--- src/rtl/ex_wb_pipe_pkg.sv ---
// ex_wb_pipe_pkg: shared state encoding and payload width helper for the EX->WB pipe
package ex_wb_pipe_pkg;
  typedef enum logic [1:0] {
    EX_WB_EMPTY = 2'd0,
    EX_WB_ONE   = 2'd1,
    EX_WB_TWO   = 2'd2
  } state_t;
  function automatic int payload_w(input int dw, input int aw, input int lw, input int mw);
    return 2 * dw + aw + lw + mw + 1;
  endfunction
endpackage

--- src/rtl/ex_wb_slot.sv ---
// ex_wb_slot: load-enabled payload register with asynchronous clear
module ex_wb_slot #(
  parameter int W = 1
) (
  input  logic         clk,
  input  logic         rst,
  input  logic         en,
  input  logic [W-1:0] d,
  output logic [W-1:0] q
);
  always_ff @(posedge clk or posedge rst)
    if (rst) q <= '0;
    else if (en) q <= d;
endmodule

--- src/rtl/ex_wb_pipe.sv ---
// ex_wb_pipe: elastic EX->WB pipeline register with flush and optional two-entry skid
module ex_wb_pipe
  import ex_wb_pipe_pkg::*;
#(
  parameter int DATA_W  = 32,
  parameter int REG_AW  = 5,
  parameter int LOAD_W  = 3,
  parameter int MUX_W   = 2,
  parameter int SKID_EN = 1
) (
  input  logic              clk,
  input  logic              rst,
  input  logic              flush,
  input  logic              in_valid,
  output logic              in_ready,
  input  logic [DATA_W-1:0] alu_result_i,
  input  logic [REG_AW-1:0] wb_addr_i,
  input  logic [DATA_W-1:0] pc_plus_i,
  input  logic [LOAD_W-1:0] control_load_i,
  input  logic [MUX_W-1:0]  control_wr_mux_i,
  input  logic              control_wb_i,
  output logic              out_valid,
  input  logic              out_ready,
  output logic [DATA_W-1:0] alu_result_o,
  output logic [REG_AW-1:0] wb_addr_o,
  output logic [DATA_W-1:0] pc_plus_o,
  output logic [LOAD_W-1:0] control_load_o,
  output logic [MUX_W-1:0]  control_wr_mux_o,
  output logic [1:0]        addr_offset,
  output logic              wb_en_o
);
  localparam int PW = payload_w(DATA_W, REG_AW, LOAD_W, MUX_W);
  state_t state, state_n;
  logic rdy_q, push, pop, main_en, wb_o;
  logic [PW-1:0] in_p, main_d, main_q;
  assign in_p = {pc_plus_i, alu_result_i, wb_addr_i, control_load_i, control_wr_mux_i, control_wb_i};
  assign out_valid = state != EX_WB_EMPTY;
  assign in_ready = (SKID_EN != 0) ? rdy_q : (~out_valid | out_ready);
  assign push = in_valid & in_ready;
  assign pop = out_valid & out_ready;
  always_comb begin
    state_n = flush ? EX_WB_EMPTY :
              state == EX_WB_EMPTY ? (push ? EX_WB_ONE : EX_WB_EMPTY) :
              state == EX_WB_ONE ? (push & ~pop ? EX_WB_TWO : ~push & pop ? EX_WB_EMPTY : EX_WB_ONE) :
              (pop ? EX_WB_ONE : EX_WB_TWO);
    main_en = ~flush & ((state == EX_WB_EMPTY & push) | (state == EX_WB_ONE & push & pop) |
                        (state == EX_WB_TWO & pop));
  end
  always_ff @(posedge clk or posedge rst)
    if (rst) begin
      state <= EX_WB_EMPTY;
      rdy_q <= 1'b1;
    end else begin
      state <= state_n;
      rdy_q <= state_n != EX_WB_TWO;
    end
  generate
    if (SKID_EN != 0) begin : g_skid
      logic [PW-1:0] skid_q;
      ex_wb_slot #(.W(PW)) u_skid (
        .clk(clk), .rst(rst), .en(~flush & (state == EX_WB_ONE) & push & ~pop), .d(in_p), .q(skid_q)
      );
      assign main_d = (state == EX_WB_TWO) ? skid_q : in_p;
    end else begin : g_single
      assign main_d = in_p;
    end
  endgenerate
  ex_wb_slot #(.W(PW)) u_main (.clk(clk), .rst(rst), .en(main_en), .d(main_d), .q(main_q));
  assign {pc_plus_o, alu_result_o, wb_addr_o, control_load_o, control_wr_mux_o, wb_o} = main_q;
  assign addr_offset = alu_result_o[1:0];
  assign wb_en_o = out_valid & wb_o & (|wb_addr_o);
endmodule

--- config.mk ---
export PLATFORM = sky130hd
export DESIGN_NAME = ex_wb_pipe
export DESIGN_NICKNAME = d
export VERILOG_FILES = /design/src/rtl/ex_wb_pipe_pkg.sv /design/src/rtl/ex_wb_slot.sv /design/src/rtl/ex_wb_pipe.sv
export SDC_FILE = /design/constraint.sdc
export NUM_CORES = 1
export LEC_CHECK = 0
export BUFFER_PORTS_ARGS = -buffer_cell sky130_fd_sc_hd__buf_2
export CAP_MARGIN = 20
export CORE_MARGIN = 1
export CORE_UTILIZATION = 55
export DETAILED_ROUTE_END_ITERATION = 6
export PLACE_DENSITY = 0.89
export SLEW_MARGIN = 20
export SYNTH_ARGS = -nofsm -noshare
export SYNTH_HDL_FRONTEND = slang
export SYNTH_SLANG_ARGS = --single-unit
export TNS_END_PERCENT = 5
--- constraint.sdc ---
create_clock -name clk -period 4.96 [get_ports clk]
set_input_delay 0.496 -clock clk [delete_from_list [all_inputs] [get_ports clk]]
set_output_delay 0.496 -clock clk [all_outputs]
set_load 0.03 [all_outputs]
Word-level counts from Yosys, hierarchy flattened
Index checks and enable logic that the tools add are counted.

operators by class
  reductions and logical operators = 3
  divide/modulo/power cells = 0
  multipliers = 0
  order comparisons = 0
  mux-type cells = 8
  $add $sub $neg = 0
  shift operators = 0
  bitwise logic cells = 19
  equal/unequal tests = 3

operators by type and width
  cell                count
  $mux 75             1
  $and 1x1->1         14
  $mux 2              5
  $reduce_or 5->1     1
  $not 1->1           3
  $eq 2x1->1 const B  1
  $eq 2x2->1 const B  1
  $logic_not 2->1     1
  $mux 1              2
  $ne 2x2->1 const B  1
  $or 1x1->1          2
  $reduce_bool 2->1   1

storage, ports and cells
  memory bits (writable) = 0
  register bits after elaboration = 153
  memories = 0
  bits in latches = 0
  ROM bits = 0

Logic depth before layout (Yosys ltp)
  depth in word-level cells = 9
  mapped depth = 5
  mapped depth without buffers = 3

Modules after synthesis
Synthesis repeated with hierarchy kept, for this count alone.

second synthesis, totals
  cell total of the unflattened synthesis = 426
  area, all modules = 7313.3 um2

modules (own cells, without submodules)
  module      instances  area an instance (um2)  cells each
  ex_wb_slot  2          2990.4                  159
  ex_wb_pipe  1          1332.5                  108

Worst setup path before layout
OpenSTA, ideal clock, no wires.

  path type = reg2reg
  start point = register rdy_q (netlist: in_ready)
  end point = register u_main.q[0]
  period minus slack after synthesis = 1.852 ns
  data required time = 4.835 ns
  stages on the path, launching flop included = 6
  arrival time = 1.728 ns
  setup slack = 3.108 ns
  cells stage by stage = dfstp_2 nand2_1 o41ai_2 buf_4 buf_4 mux2_2

between the ends
  longest elaborated chain between the ends = 6
  elaborated cells on any way between the ends = 7
  classes of those cells = bitwise: 7

RTL lines
  item                         line              source
  start, declared              ex_wb_pipe.sv:34  logic rdy_q, push, pop, main_en, wb_o;
  start signal, assigned       ex_wb_pipe.sv:52  rdy_q <= 1'b1;
  start signal, assigned       ex_wb_pipe.sv:55  rdy_q <= state_n != EX_WB_TWO;
  $and 1x1->1 (*)              ex_wb_pipe.sv:39  assign push = in_valid & in_ready;
  $and 1x1->1 (2 in a row)     ex_wb_pipe.sv:46  main_en = ~flush & ((state == EX_WB_EMPTY & push) | (state == EX_WB_ONE & push & pop) |
  $or 1x1->1 (*) (2 in a row)  ex_wb_pipe.sv:46
  $and 1x1->1 (*)              ex_wb_pipe.sv:46
  end signal, assigned         ex_wb_slot.sv:12  if (rst) q <= '0;
  end signal, assigned         ex_wb_slot.sv:13  else if (en) q <= d;
  end, declared                ex_wb_slot.sv:9   output logic [W-1:0] q

Every way passes the cells marked *; elsewhere a longest branch is shown, timed or not.
A chain may end at the register's enable or synchronous reset.

Worst setup path in the final report
  start point = register state[1]
  end point = register g_skid.u_skid.q[52]

between the ends
  longest elaborated chain between the ends = 4
  elaborated cells on any way between the ends = 7
  classes of those cells = eq/ne: 1; bitwise: 5; reduce/logical: 1

RTL lines
  item                                             line                                source
  start, declared                                  ex_wb_pipe.sv:33                    state_t state, state_n;
  start signal, assigned                           ex_wb_pipe.sv:54                    state <= state_n;
  $eq 2x1->1 or $reduce_bool 2->1 (tied branches)  ex_wb_pipe.sv:61, ex_wb_pipe.sv:37
  $and 1x1->1 (on tied branches)                   ex_wb_pipe.sv:61, ex_wb_pipe.sv:40
  $and 1x1->1 or $not 1->1 (tied branches)         ex_wb_pipe.sv:61                    .clk(clk), .rst(rst), .en(~flush & (state == EX_WB_ONE) & push & ~pop), .d(in_p), .q(skid_q)
  $and 1x1->1 (*)                                  ex_wb_pipe.sv:61
  end signal, assigned                             ex_wb_slot.sv:12
  end signal, assigned                             ex_wb_slot.sv:13
  end, declared                                    ex_wb_slot.sv:9

Marked as above.

==> results.py <==
metrics = {
    "die": {
        "initial_utilization_pct": 56.8,
        "core_area_mm2": 0.0127,
        "rows": 41,
        "io_pins": 159,
        "die_w_um": 117,
        "die_h_um": 117,
        "die_area_mm2": 0.0136,
    },
    "worst_setup_path": {
        "slowest_delay_ns": 0.78,
        "crit_chain": "nor3b_1, nor3b_4, buf_4, mux2_2",
        "crit_path_end_kind": "flip-flop",
        "cp_top_family": "buffers and inverters",
        "critPathRequiredTime_ns": 5.26,
        "crit_arrival_ns": 2.74,
        "critPathKind": "flip-flop to flip-flop",
        "crit_path_top_delay_cell": "buf_4",
        "cp-start-kind": "flip-flop",
        "crit_fanout": 75,
        "critPathBufInv": 1,
    },
    "clocking": {
        "cts_tree": "done",
        "clk_latency_ns": 0.42,
        "htreeDepth": 4,
        "cts_resized": 0,
        "holdBufCountCts": 0,
        "clk_path_buf_depth": 2,
        "clkSlewWorstSetupHoldPaths_ns": 0.06,
        "cts-root-buf": "clkbuf_16",
        "cts_buffers": 17,
        "post_cts_buffers": 0,
        "cts.sinks": 153,
    },
    "cells_and_area": {
        "num-fill-cells": 970,
        "utilization_pct": 64.6,
        "ff_latch_area_mm2": 0.00383,
        "drive_gt1_share_pct": 58.1,
        "layout.cells.most_common": "buf_2",
        "nets": 657,
        "syn_to_final_growth_pct": 13.8,
        "stdcell_count": 761,
        "design_area_mm2": 0.00822,
        "final_cell_mix": "buf_2, dfrtp_1, mux2_2",
        "diodes": 0,
        "multi_input_area_mm2": 0.00268,
    },
    "placed_design": {
        "place.port_buffers": 158,
        "globalplace.congestion": 0.721,
        "dp.cells": 729,
        "place_area_mm2": 0.00755,
        "hpwl_um": 8200,
    },
    "yosys": {
        "synthesis.area_mm2": 0.00722,
        "synth_compound_area_share_pct": 0.727,
        "synth_top_family_by_area": "multiplexers",
        "synth_nets": 576,
        "netlist_top_cells_area": "dfrtp_1, mux2_2, mux2_1",
        "synth_xor_area_share_pct": 0,
        "synthAdderAreaFrac_pct": 0,
        "synth_top_area_share_pct": 52.6,
        "synthCells": 496,
        "ys_seq_elements": 153,
        "yosysWarnings": 0,
        "synthMuxAreaShare_pct": 35.1,
        "avgSynthCellArea_um2": 14.6,
        "yosys.cell_types.count": 22,
        "synth-simple-area-share_pct": 0.918,
        "yosys.area.top_type": "dfrtp_1",
        "ys_seq_area_share_pct": 53.0,
    },
    "sta": {
        "hold_slack_ns": 0.0523,
        "drv_slew": 0,
        "max_freq_mhz": 410,
        "maxSlewHeadroom_pct": 28.4,
        "period_share_pct": 49.2,
        "hold_viol": 0,
        "tightest_slew_ns": 1.07,
        "rsz0062_at_grt": "false",
        "min_period_ns": 2.44,
        "finalClockSkew_ns": 0.00759,
        "setup_viol": 0,
        "tns_ns": 0,
    },
    "worst_hold_path": {
        "hp-class": "input port to async pin",
    },
    "drt": {
        "dr.pass1.iters": 5,
        "routedWlPerCell_um": 16.7,
        "num_vias": 4006,
        "drc": 0,
        "drt_iter0_drc": 132,
        "drt-vias-per-instance": 5.26,
        "wl_um": 12700,
        "antenna_left": 0,
    },
    "power": {
        "cellInternalPower_mw": 2.82,
        "power_frac_seq_pct": 43.3,
        "peakVddDrop_mv": 0.259,
        "leakage_nw": 3.81,
        "pwr-share-clk_pct": 35.0,
        "p_sw_mw": 1.11,
        "comb_power_share_pct": 21.8,
        "sw_frac_of_total_pct": 28.3,
        "powerDensity_mw_per_mm2": 479,
    },
    "global_route": {
        "track_usage_pct": 19.8,
        "grt_max_degree": 113,
        "grt_pass1_wl_um": 20400,
        "antenna_found_initial": 0,
        "grt.overflow.total": 0,
        "grt_pass1_vias": 4147,
    },
    "run": {
        "maxCapViolCount": 0,
    },
    "status": {
        "status": "finished clean",
    },
}
==> stage by stage <==
stage                     power [mW]  setup WS (ns)
after floorplan                 2.50          0.344
after global placement          2.53           2.52
after detailed placement        2.59           2.40
after CTS                       3.98           2.49
after global routing            4.13           2.40
final                           3.94           2.52
==> worst paths after layout <==
path	slack, ns	from	endpoint	depth (start not counted)
max reg2reg	2.52	state[1]$_DFF_PP0_	g_skid.u_skid.q[52]$_DFFE_PP0P_	4
min	0.05	rst	g_skid.u_skid.q[69]$_DFFE_PP0P_	2
max	2.52	state[1]$_DFF_PP0_	g_skid.u_skid.q[52]$_DFFE_PP0P_	4
min in group clk	0.31	alu_result_i[5]	g_skid.u_skid.q[16]$_DFFE_PP0P_	2
min reg2reg	0.48	g_skid.u_skid.q[41]$_DFFE_PP0P_	g_skid.u_skid.q[41]$_DFFE_PP0P_	1
max in group asynchronous	3.63	rst	u_main.q[63]$_DFFE_PP0P_	4
==> cell type report <==
type / count / area share, %
Sequential cell: 153 / 46.6
Multi-Input combinational cell: 240 / 32.6
Timing Repair Buffer: 162 / 10.2
Clock buffer: 23 / 6.06
Tap cell: 172 / 2.62
Clock inverter: 8 / 1.71
Inverter: 3 / 0.198
==> registers in the layout, summed over array words and instances, names as in the netlist <==
signal           cells
g_skid.u_skid.q     75
in_ready             1
state                2
u_main.q            75
==> power by group through the flow <==
stage	clock, mW	sequential, mW	combinational, mW
finish	1.38	1.70	0.857
global route	1.46	1.74	0.922
CTS	1.41	1.71	0.865
detailed placement	0	1.72	0.861
global placement	0	1.70	0.831
floorplan	0	1.67	0.824
==> per-layer routing <==
layer | vias up | track usage [%] | share of wire, %
met3 | 15 | 6.59 | 6.7
li1 | 1830 | - | -
met2 | 118 | 32.1 | 49
met1 | 2043 | 24.4 | 43
met5 | - | 0 | 0
met4 | 0 | 8.10 | 1.4
==> cell usage after synthesis <==
cell type and n:
a21o_1 1, a21oi_1 1, a22oi_1 1, a31oi_1 1, buf_2 5, buf_4 93
clkbuf_1 2, dfrtp_1 152, dfstp_2 1, inv_1 3, mux2_1 81, mux2_2 144
nand2_1 1, nand2b_1 1, nand4bb_1 1, nor2b_1 1, nor3b_1 1, nor3b_2 1
o311a_1 1, o41ai_2 1, or2_2 1, or3_1 2
==> cell families after synthesis <==
kind of cell | Yosys count
multiplexers | 225
AO/OA/AOI/OAI | 6
AND/OR/NAND/NOR | 9
flip-flops | 153
buffers and inverters | 103
No activity file was read; power rests on OpenSTA's default activity.
